==> src/rtl/spi_pkg.sv <==
// Shared definitions for the SD-card SPI byte engine and its clock divider.
// FSM encoding, SD idle byte and the default SCK half-period divider.
package spi_pkg;

  localparam logic [2:0] ST_IDLE  = 3'd0;
  localparam logic [2:0] ST_SETUP = 3'd1;
  localparam logic [2:0] ST_SHIFT = 3'd2;
  localparam logic [2:0] ST_DONE  = 3'd3;
  localparam logic [2:0] ST_HOLD  = 3'd4;

  typedef enum logic [2:0] {
    S_IDLE  = ST_IDLE,
    S_SETUP = ST_SETUP,
    S_SHIFT = ST_SHIFT,
    S_DONE  = ST_DONE,
    S_HOLD  = ST_HOLD
  } state_t;

  localparam logic [7:0] SD_IDLE_BYTE    = 8'hFF;
  localparam int         DEFAULT_CLK_DIV = 6;

endpackage

==> src/rtl/spi_byte_master_if.sv <==
// Byte-stream side of the SPI engine: tx valid/ready handshake, rx pulse and status.
// master = upstream byte producer/consumer, slave = the SPI engine.
interface spi_byte_master_if;
  logic       tx_valid;
  logic       tx_ready;
  logic [7:0] tx_data;
  logic       cs_hold;
  logic       rx_valid;
  logic [7:0] rx_data;
  logic       busy;

  modport master (
    output tx_valid, tx_data, cs_hold,
    input  tx_ready, rx_valid, rx_data, busy
  );

  modport slave (
    input  tx_valid, tx_data, cs_hold,
    output tx_ready, rx_valid, rx_data, busy
  );
endinterface

==> src/rtl/spi_tick_div.sv <==
// 8-bit down-counter emitting a one-cycle tick every CLK_DIV clocks; clr restarts the period.
// First tick after clr arrives CLK_DIV cycles later; no backpressure.
module spi_tick_div
  import spi_pkg::*;
#(
  parameter int CLK_DIV = DEFAULT_CLK_DIV
) (
  input  logic clk,
  input  logic rst_n,
  input  logic clr,
  output logic tick
);

  localparam logic [7:0] RELOAD = 8'(CLK_DIV - 1);

  logic [7:0] cnt;

  always_ff @(posedge clk or negedge rst_n) begin
    if (!rst_n) begin
      cnt <= RELOAD;
    end else if (clr || cnt == 8'd0) begin
      cnt <= RELOAD;
    end else begin
      cnt <= cnt - 8'd1;
    end
  end

  assign tick = (cnt == 8'd0) && !clr;

endmodule

==> src/rtl/spi_byte_master.sv <==
// SPI mode-0 full-duplex byte engine for the SD card; rx_valid 17*CLK_DIV cycles after accept.
// tx_ready only in IDLE or in DONE with cs_hold; offers while not ready are dropped.
module spi_byte_master
  import spi_pkg::*;
#(
  parameter int   CLK_DIV   = DEFAULT_CLK_DIV,
  parameter logic IDLE_MOSI = 1'b1
) (
  input  logic                     clk,
  input  logic                     rst_n,
  spi_byte_master_if.slave         bus,
  output logic                     sclk,
  output logic                     mosi,
  input  logic                     miso,
  output logic                     cs_n
);

  state_t     state, state_nxt;
  logic [7:0] sr, sr_nxt;
  logic [2:0] bit_cnt, bit_cnt_nxt;
  logic       last_lo, last_lo_nxt;
  logic [7:0] rx_data, rx_data_nxt;
  logic       sclk_nxt, mosi_nxt, cs_n_nxt;
  logic       tick, div_clr, tx_ready, accept;

  spi_tick_div #(.CLK_DIV(CLK_DIV)) u_div (
    .clk   (clk),
    .rst_n (rst_n),
    .clr   (div_clr),
    .tick  (tick)
  );

  assign tx_ready = (state == S_IDLE) || (state == S_DONE && bus.cs_hold);
  assign accept   = bus.tx_valid && tx_ready;

  always_comb begin
    state_nxt   = state;
    sr_nxt      = sr;
    bit_cnt_nxt = bit_cnt;
    last_lo_nxt = last_lo;
    rx_data_nxt = rx_data;
    sclk_nxt    = sclk;
    mosi_nxt    = mosi;
    cs_n_nxt    = cs_n;
    div_clr     = 1'b0;

    // sr keeps the bits still to send in its top, leaving sr[0] free for the miso sample.
    if (accept) begin
      state_nxt   = S_SETUP;
      cs_n_nxt    = 1'b0;
      mosi_nxt    = bus.tx_data[7];
      sr_nxt      = {bus.tx_data[6:0], 1'b0};
      bit_cnt_nxt = 3'd7;
      last_lo_nxt = 1'b0;
      div_clr     = 1'b1;
    end else begin
      case (state)
        S_IDLE: begin
          if (!cs_n && !bus.cs_hold) state_nxt = S_HOLD;
        end
        S_SETUP: begin
          if (tick) begin
            sclk_nxt  = 1'b1;
            sr_nxt[0] = miso;
            state_nxt = S_SHIFT;
          end
        end
        S_SHIFT: begin
          if (tick) begin
            if (last_lo) begin
              // final low phase has run a full half-period
              state_nxt   = S_DONE;
              last_lo_nxt = 1'b0;
              rx_data_nxt = sr;
              mosi_nxt    = IDLE_MOSI;
            end else if (sclk) begin
              sclk_nxt = 1'b0;
              if (bit_cnt == 3'd0) begin
                last_lo_nxt = 1'b1;
              end else begin
                mosi_nxt    = sr[7];
                sr_nxt      = {sr[6:0], 1'b0};
                bit_cnt_nxt = bit_cnt - 3'd1;
              end
            end else begin
              sclk_nxt  = 1'b1;
              sr_nxt[0] = miso;
            end
          end
        end
        S_DONE: begin
          state_nxt = bus.cs_hold ? S_IDLE : S_HOLD;
        end
        S_HOLD: begin
          if (tick) begin
            cs_n_nxt  = 1'b1;
            state_nxt = S_IDLE;
          end
        end
        default: state_nxt = S_IDLE;
      endcase
    end
  end

  always_ff @(posedge clk or negedge rst_n) begin
    if (!rst_n) begin
      state   <= S_IDLE;
      sr      <= 8'h00;
      bit_cnt <= 3'd0;
      last_lo <= 1'b0;
      rx_data <= 8'h00;
      sclk    <= 1'b0;
      mosi    <= IDLE_MOSI;
      cs_n    <= 1'b1;
    end else begin
      state   <= state_nxt;
      sr      <= sr_nxt;
      bit_cnt <= bit_cnt_nxt;
      last_lo <= last_lo_nxt;
      rx_data <= rx_data_nxt;
      sclk    <= sclk_nxt;
      mosi    <= mosi_nxt;
      cs_n    <= cs_n_nxt;
    end
  end

  assign bus.tx_ready = tx_ready;
  assign bus.rx_valid = (state == S_DONE);
  assign bus.rx_data  = rx_data;
  assign bus.busy     = !cs_n || (state != S_IDLE);

endmodule

==> src/flat_wrapper.sv <==
// flat-port wrapper written by rule: the top's interface ports become plain ports
module spi_byte_master_flat import spi_pkg::*;
#(
  parameter int   CLK_DIV   = DEFAULT_CLK_DIV,
  parameter logic IDLE_MOSI = 1'b1
)
  (clk, rst_n, sclk, mosi, miso, cs_n, bus_tx_valid, bus_tx_data, bus_cs_hold, bus_tx_ready, bus_rx_valid, bus_rx_data, bus_busy);
  spi_byte_master_if bus_i ();
  input  logic clk;
  input  logic rst_n;
  output logic sclk;
  output logic mosi;
  input  logic miso;
  output logic cs_n;
  input wire logic [$bits(bus_i.tx_valid)-1:0] bus_tx_valid;
  input wire logic [$bits(bus_i.tx_data)-1:0] bus_tx_data;
  input wire logic [$bits(bus_i.cs_hold)-1:0] bus_cs_hold;
  output wire logic [$bits(bus_i.tx_ready)-1:0] bus_tx_ready;
  output wire logic [$bits(bus_i.rx_valid)-1:0] bus_rx_valid;
  output wire logic [$bits(bus_i.rx_data)-1:0] bus_rx_data;
  output wire logic [$bits(bus_i.busy)-1:0] bus_busy;
  assign bus_i.tx_valid = bus_tx_valid;
  assign bus_i.tx_data = bus_tx_data;
  assign bus_i.cs_hold = bus_cs_hold;
  assign bus_tx_ready = bus_i.tx_ready;
  assign bus_rx_valid = bus_i.rx_valid;
  assign bus_rx_data = bus_i.rx_data;
  assign bus_busy = bus_i.busy;
  spi_byte_master #(.CLK_DIV(CLK_DIV), .IDLE_MOSI(IDLE_MOSI)) u_core (.clk(clk), .rst_n(rst_n), .bus(bus_i), .sclk(sclk), .mosi(mosi), .miso(miso), .cs_n(cs_n));
endmodule
==> config.mk <==
export PLATFORM = sky130hd
export DESIGN_NAME = spi_byte_master_flat
export DESIGN_NICKNAME = d
export VERILOG_FILES = /design/src/rtl/spi_pkg.sv /design/src/rtl/spi_byte_master_if.sv /design/src/rtl/spi_tick_div.sv /design/src/rtl/spi_byte_master.sv /design/src/flat_wrapper.sv
export SDC_FILE = /design/constraint.sdc
export NUM_CORES = 1
export LEC_CHECK = 0
export ABC_CLOCK_PERIOD_IN_PS = 4400
export CAP_MARGIN = 20
export CORE_ASPECT_RATIO = 1.5
export CORE_MARGIN = 5
export CORE_UTILIZATION = 40
export DETAILED_ROUTE_END_ITERATION = 6
export DONT_BUFFER_PORTS = 1
export PLACE_DENSITY_LB_ADDON = 0.12
export SYNTH_ARGS = -nofsm -noshare
export SYNTH_HDL_FRONTEND = slang
export SYNTH_HIERARCHICAL = 1
export SYNTH_SLANG_ARGS = --single-unit
==> constraint.sdc <==
create_clock -name clk -period 4.4 [get_ports clk]
set_input_delay 0.44 -clock clk [delete_from_list [all_inputs] [get_ports clk]]
set_output_delay 0.44 -clock clk [all_outputs]
set_load 0.02 [all_outputs]
==> impl_metrics.json <==
{
  "tightest_slew_ps": 605.6,
  "r2r_cells": 9,
  "slowest_delay_ps": 610,
  "crit_path_top_delay_cell": "dfrtp_1",
  "grt_max_degree": 35,
  "ir_drop_v": 0.0002225,
  "cts_resized": 0,
  "ys_seq_elements": 34,
  "vias_per_cell": 5.733,
  "yosys_warnings": 6,
  "grt_pass1_vias": 1324,
  "endpoint_kind": "flip-flop",
  "syn_inst": 174,
  "start_kind": "flip-flop",
  "gr-total-overflow": 0,
  "path_clk_slew_ps": 70,
  "cts_buffers": 5,
  "place_hpwl_um": 2658,
  "fin_crit_ps": 3039,
  "drive_gt1_share_pct": 20.34,
  "area_delta_synth_final_pct": 7.634,
  "min_to": "u_core/state[2]$_DFFE_PN0P_",
  "routed_wl_um": 3707,
  "cp.required_ps": 4560,
  "hold_violations": 0,
  "hp-class": "in2reg",
  "max_slew_margin_pct": 59.48,
  "drc": 0,
  "p_per_area_nw_per_um2": 592.9,
  "floorplan.initialDensity_pct": 40.75,
  "setup_tns_ps": 0,
  "placed_cell_area_um2": 1851,
  "antenna_cells": 0,
  "dr.pass1.iters": 4,
  "r2r_setup_slack_ps": 1360,
  "p_leak_nw": 0.8819,
  "cts_sinks": 34,
  "syn-num-nets": 191,
  "cts_tree": "built",
  "wl_per_cell_um": 16.48,
  "die_area_um2": 6072,
  "yosys.area.top_type": "dfrtp_1",
  "finalMaxSlewViolations": 0,
  "rr_startpoint": "u_core/state[1]$_DFFE_PN0P_",
  "die_h_um": 92.97,
  "synth_top_area_share_pct": 40.90,
  "synth-main-ff-cell": "dfrtp_1",
  "rsz0062_at_grt": "no",
  "clk_path_buf_depth": 2,
  "arrival_ps": 3200,
  "drt_iter0_markers": 37,
  "synth_cell_type_count": 48,
  "finalCritPeriodShare_pct": 69.06,
  "path_cells": "or2_1 -> a21oi_2 -> nand2_2 -> inv_2 -> nor2_1 -> and4bb_1 -> and3_4 -> mux2i_1 -> o21ai_2",
  "total_power_mw": 1.171,
  "worstSetupPathType": "reg2reg",
  "synthTopCellsByArea": "dfrtp_1 (41%), dfstp_2 (5.7%), mux2_2 (4.3%)",
  "synth_edf_count": 0,
  "die_w_um": 65.31,
  "gp_congestion": 0.7860,
  "portBuffers": 0,
  "setup_viol": 0,
  "cts_root_buffer": "clkbuf_8",
  "path_max_fanout": 24,
  "grt_pass1_wl_um": 6334,
  "track_usage_pct": 13.60,
  "cts_setup_buffers": 0,
  "r2r_end": "u_core/sr[5]$_DFFE_PN0P_",
  "antenna_found_initial": 0,
  "coreArea_um2": 4504,
  "synth_seq_area_share_pct": 46.63,
  "async_flop_share_pct": 100.0,
  "syn_area_per_cell_um2": 10.55,
  "nNetsFinal": 193,
  "max_freq_ghz": 0.3291,
  "final_util_pct": 43.86,
  "vias": 1290,
  "clk-insertion-delay-late_ps": 290,
  "ios": 27,
  "synth_area_um2": 1836,
  "fp-row-count": 30,
  "min-delay-start": "bus_cs_hold",
  "whs_path_depth": 1,
  "cap_violations": 0,
  "holdBufCountCts": 2,
  "htree_levels": 2,
  "final_antenna_net_count": 0,
  "final_area_um2": 1976,
  "finalClockSkew_ps": 5.173,
  "outcome": "finished, final reports clean",
  "holdWs_ps": 260.1
}
-- layer usage --
layer	GRT usage, %	wire, µm	up-vias
li1	-	-	622
met1	15.43	1571	647
met2	22.99	1915	17
met3	4.976	179	4
met4	5.017	41	0
met5	0	0	-
-- layout by cell type, fill, tap and decap left out, types with 5 or more instances in the layout --
cell       n
dfrtp_1   30
nor2_1    14
nand2_1   11
a21oi_1    9
inv_1      7
nand2b_1   7
a21o_1     7
mux2_2     7
clkbuf_8   6
nand3_1    5
a22o_1     5
o21ai_0    5
nor3_1     5
-- cells in the mapped netlist (2+ instances only) --
cell type / n
inv_1: 7
o21ai_2: 2
nand2_1: 11
nor3_1: 5
a31oi_1: 2
a21oi_1: 9
clkbuf_1: 4
dfstp_2: 4
a21o_1: 7
xnor2_1: 4
mux2i_1: 3
mux2_2: 7
nor2_1: 14
o21ai_0: 5
nand2_2: 2
nand3_1: 5
nor2b_1: 4
nand2b_1: 7
a211oi_1: 2
o211ai_1: 3
a22o_1: 5
dfrtp_1: 30
nor3b_2: 3
buf_6: 2
ha_1: 4
-- per-stage QoR --
step                setup slack, ps  instances
floorplan                      1939        174
global route                   1116        225
finish                         1361        225
global placement               1464        215
detailed placement             1388        215
CTS                            1367        225
-- critical path, delay by kind of cell (launching register included) --
kind,cells,cell delay [ps]
muxes,1,250
buffers and inverters,1,190
DFF,1,610
AOI/OAI and AO/OA,2,190
and+or+nand+nor,5,1680
-- how the worst max path moves through the flow --
stage                                      startpoint  depth (start not counted)                                 to
after global routing      u_core/state[1]$_DFFE_PN0P_                          9           u_core/sr[5]$_DFFE_PN0P_
after floorplan           u_core/state[1]$_DFFE_PN0P_                         12           u_core/sr[1]$_DFFE_PN0P_
after global placement    u_core/state[1]$_DFFE_PN0P_                          8  u_core/bus.rx_data[3]$_DFFE_PN0P_
final                     u_core/state[1]$_DFFE_PN0P_                          9           u_core/sr[5]$_DFFE_PN0P_
after detailed placement  u_core/state[1]$_DFFE_PN0P_                          9           u_core/sr[5]$_DFFE_PN0P_
after CTS                 u_core/state[1]$_DFFE_PN0P_                          9           u_core/sr[5]$_DFFE_PN0P_
-- cells by family after synthesis --
kind of cell / Yosys count / synth area share (%)
buffers and inverters: 15 / 4.090
xor gates and xnor gates: 5 / 2.386
adders and majority gates: 4 / 2.727
and+or+nand+nor: 63 / 20.66
muxes: 11 / 6.749
DFF: 34 / 46.63
AOI/OAI and AO/OA: 42 / 16.77
-- sequential cells by signal, indices dropped and copies added (netlist names) --
name and cells:
u_core/bus.rx_data 8, u_core/sr 8, u_core/u_div/cnt 8, u_core/bit_cnt 3, u_core/state 3, u_core/cs_n 1
u_core/last_lo 1, u_core/mosi 1, u_core/sclk 1
-- power breakdown --
group | internal [mW] | switching, mW | leakage (nW)
Sequential | 0.408 | 0.138 | 0.426
Clock | 0.126 | 0.116 | 0.0472
Combinational | 0.184 | 0.201 | 0.409
Total | 0.717 | 0.454 | 0.882
-- layout make-up --
class / instances / area [µm²]
multi-input cells: 125 / 904.6
clock buffers: 6 / 82.58
clock inverters: 2 / 12.51
repair buffers: 2 / 30.03
flip-flops and latches: 34 / 855.8
inverters: 8 / 30.03
fillers: 433 / 2529
well taps: 48 / 60.06
No activity file was read; power rests on OpenSTA's default activity.
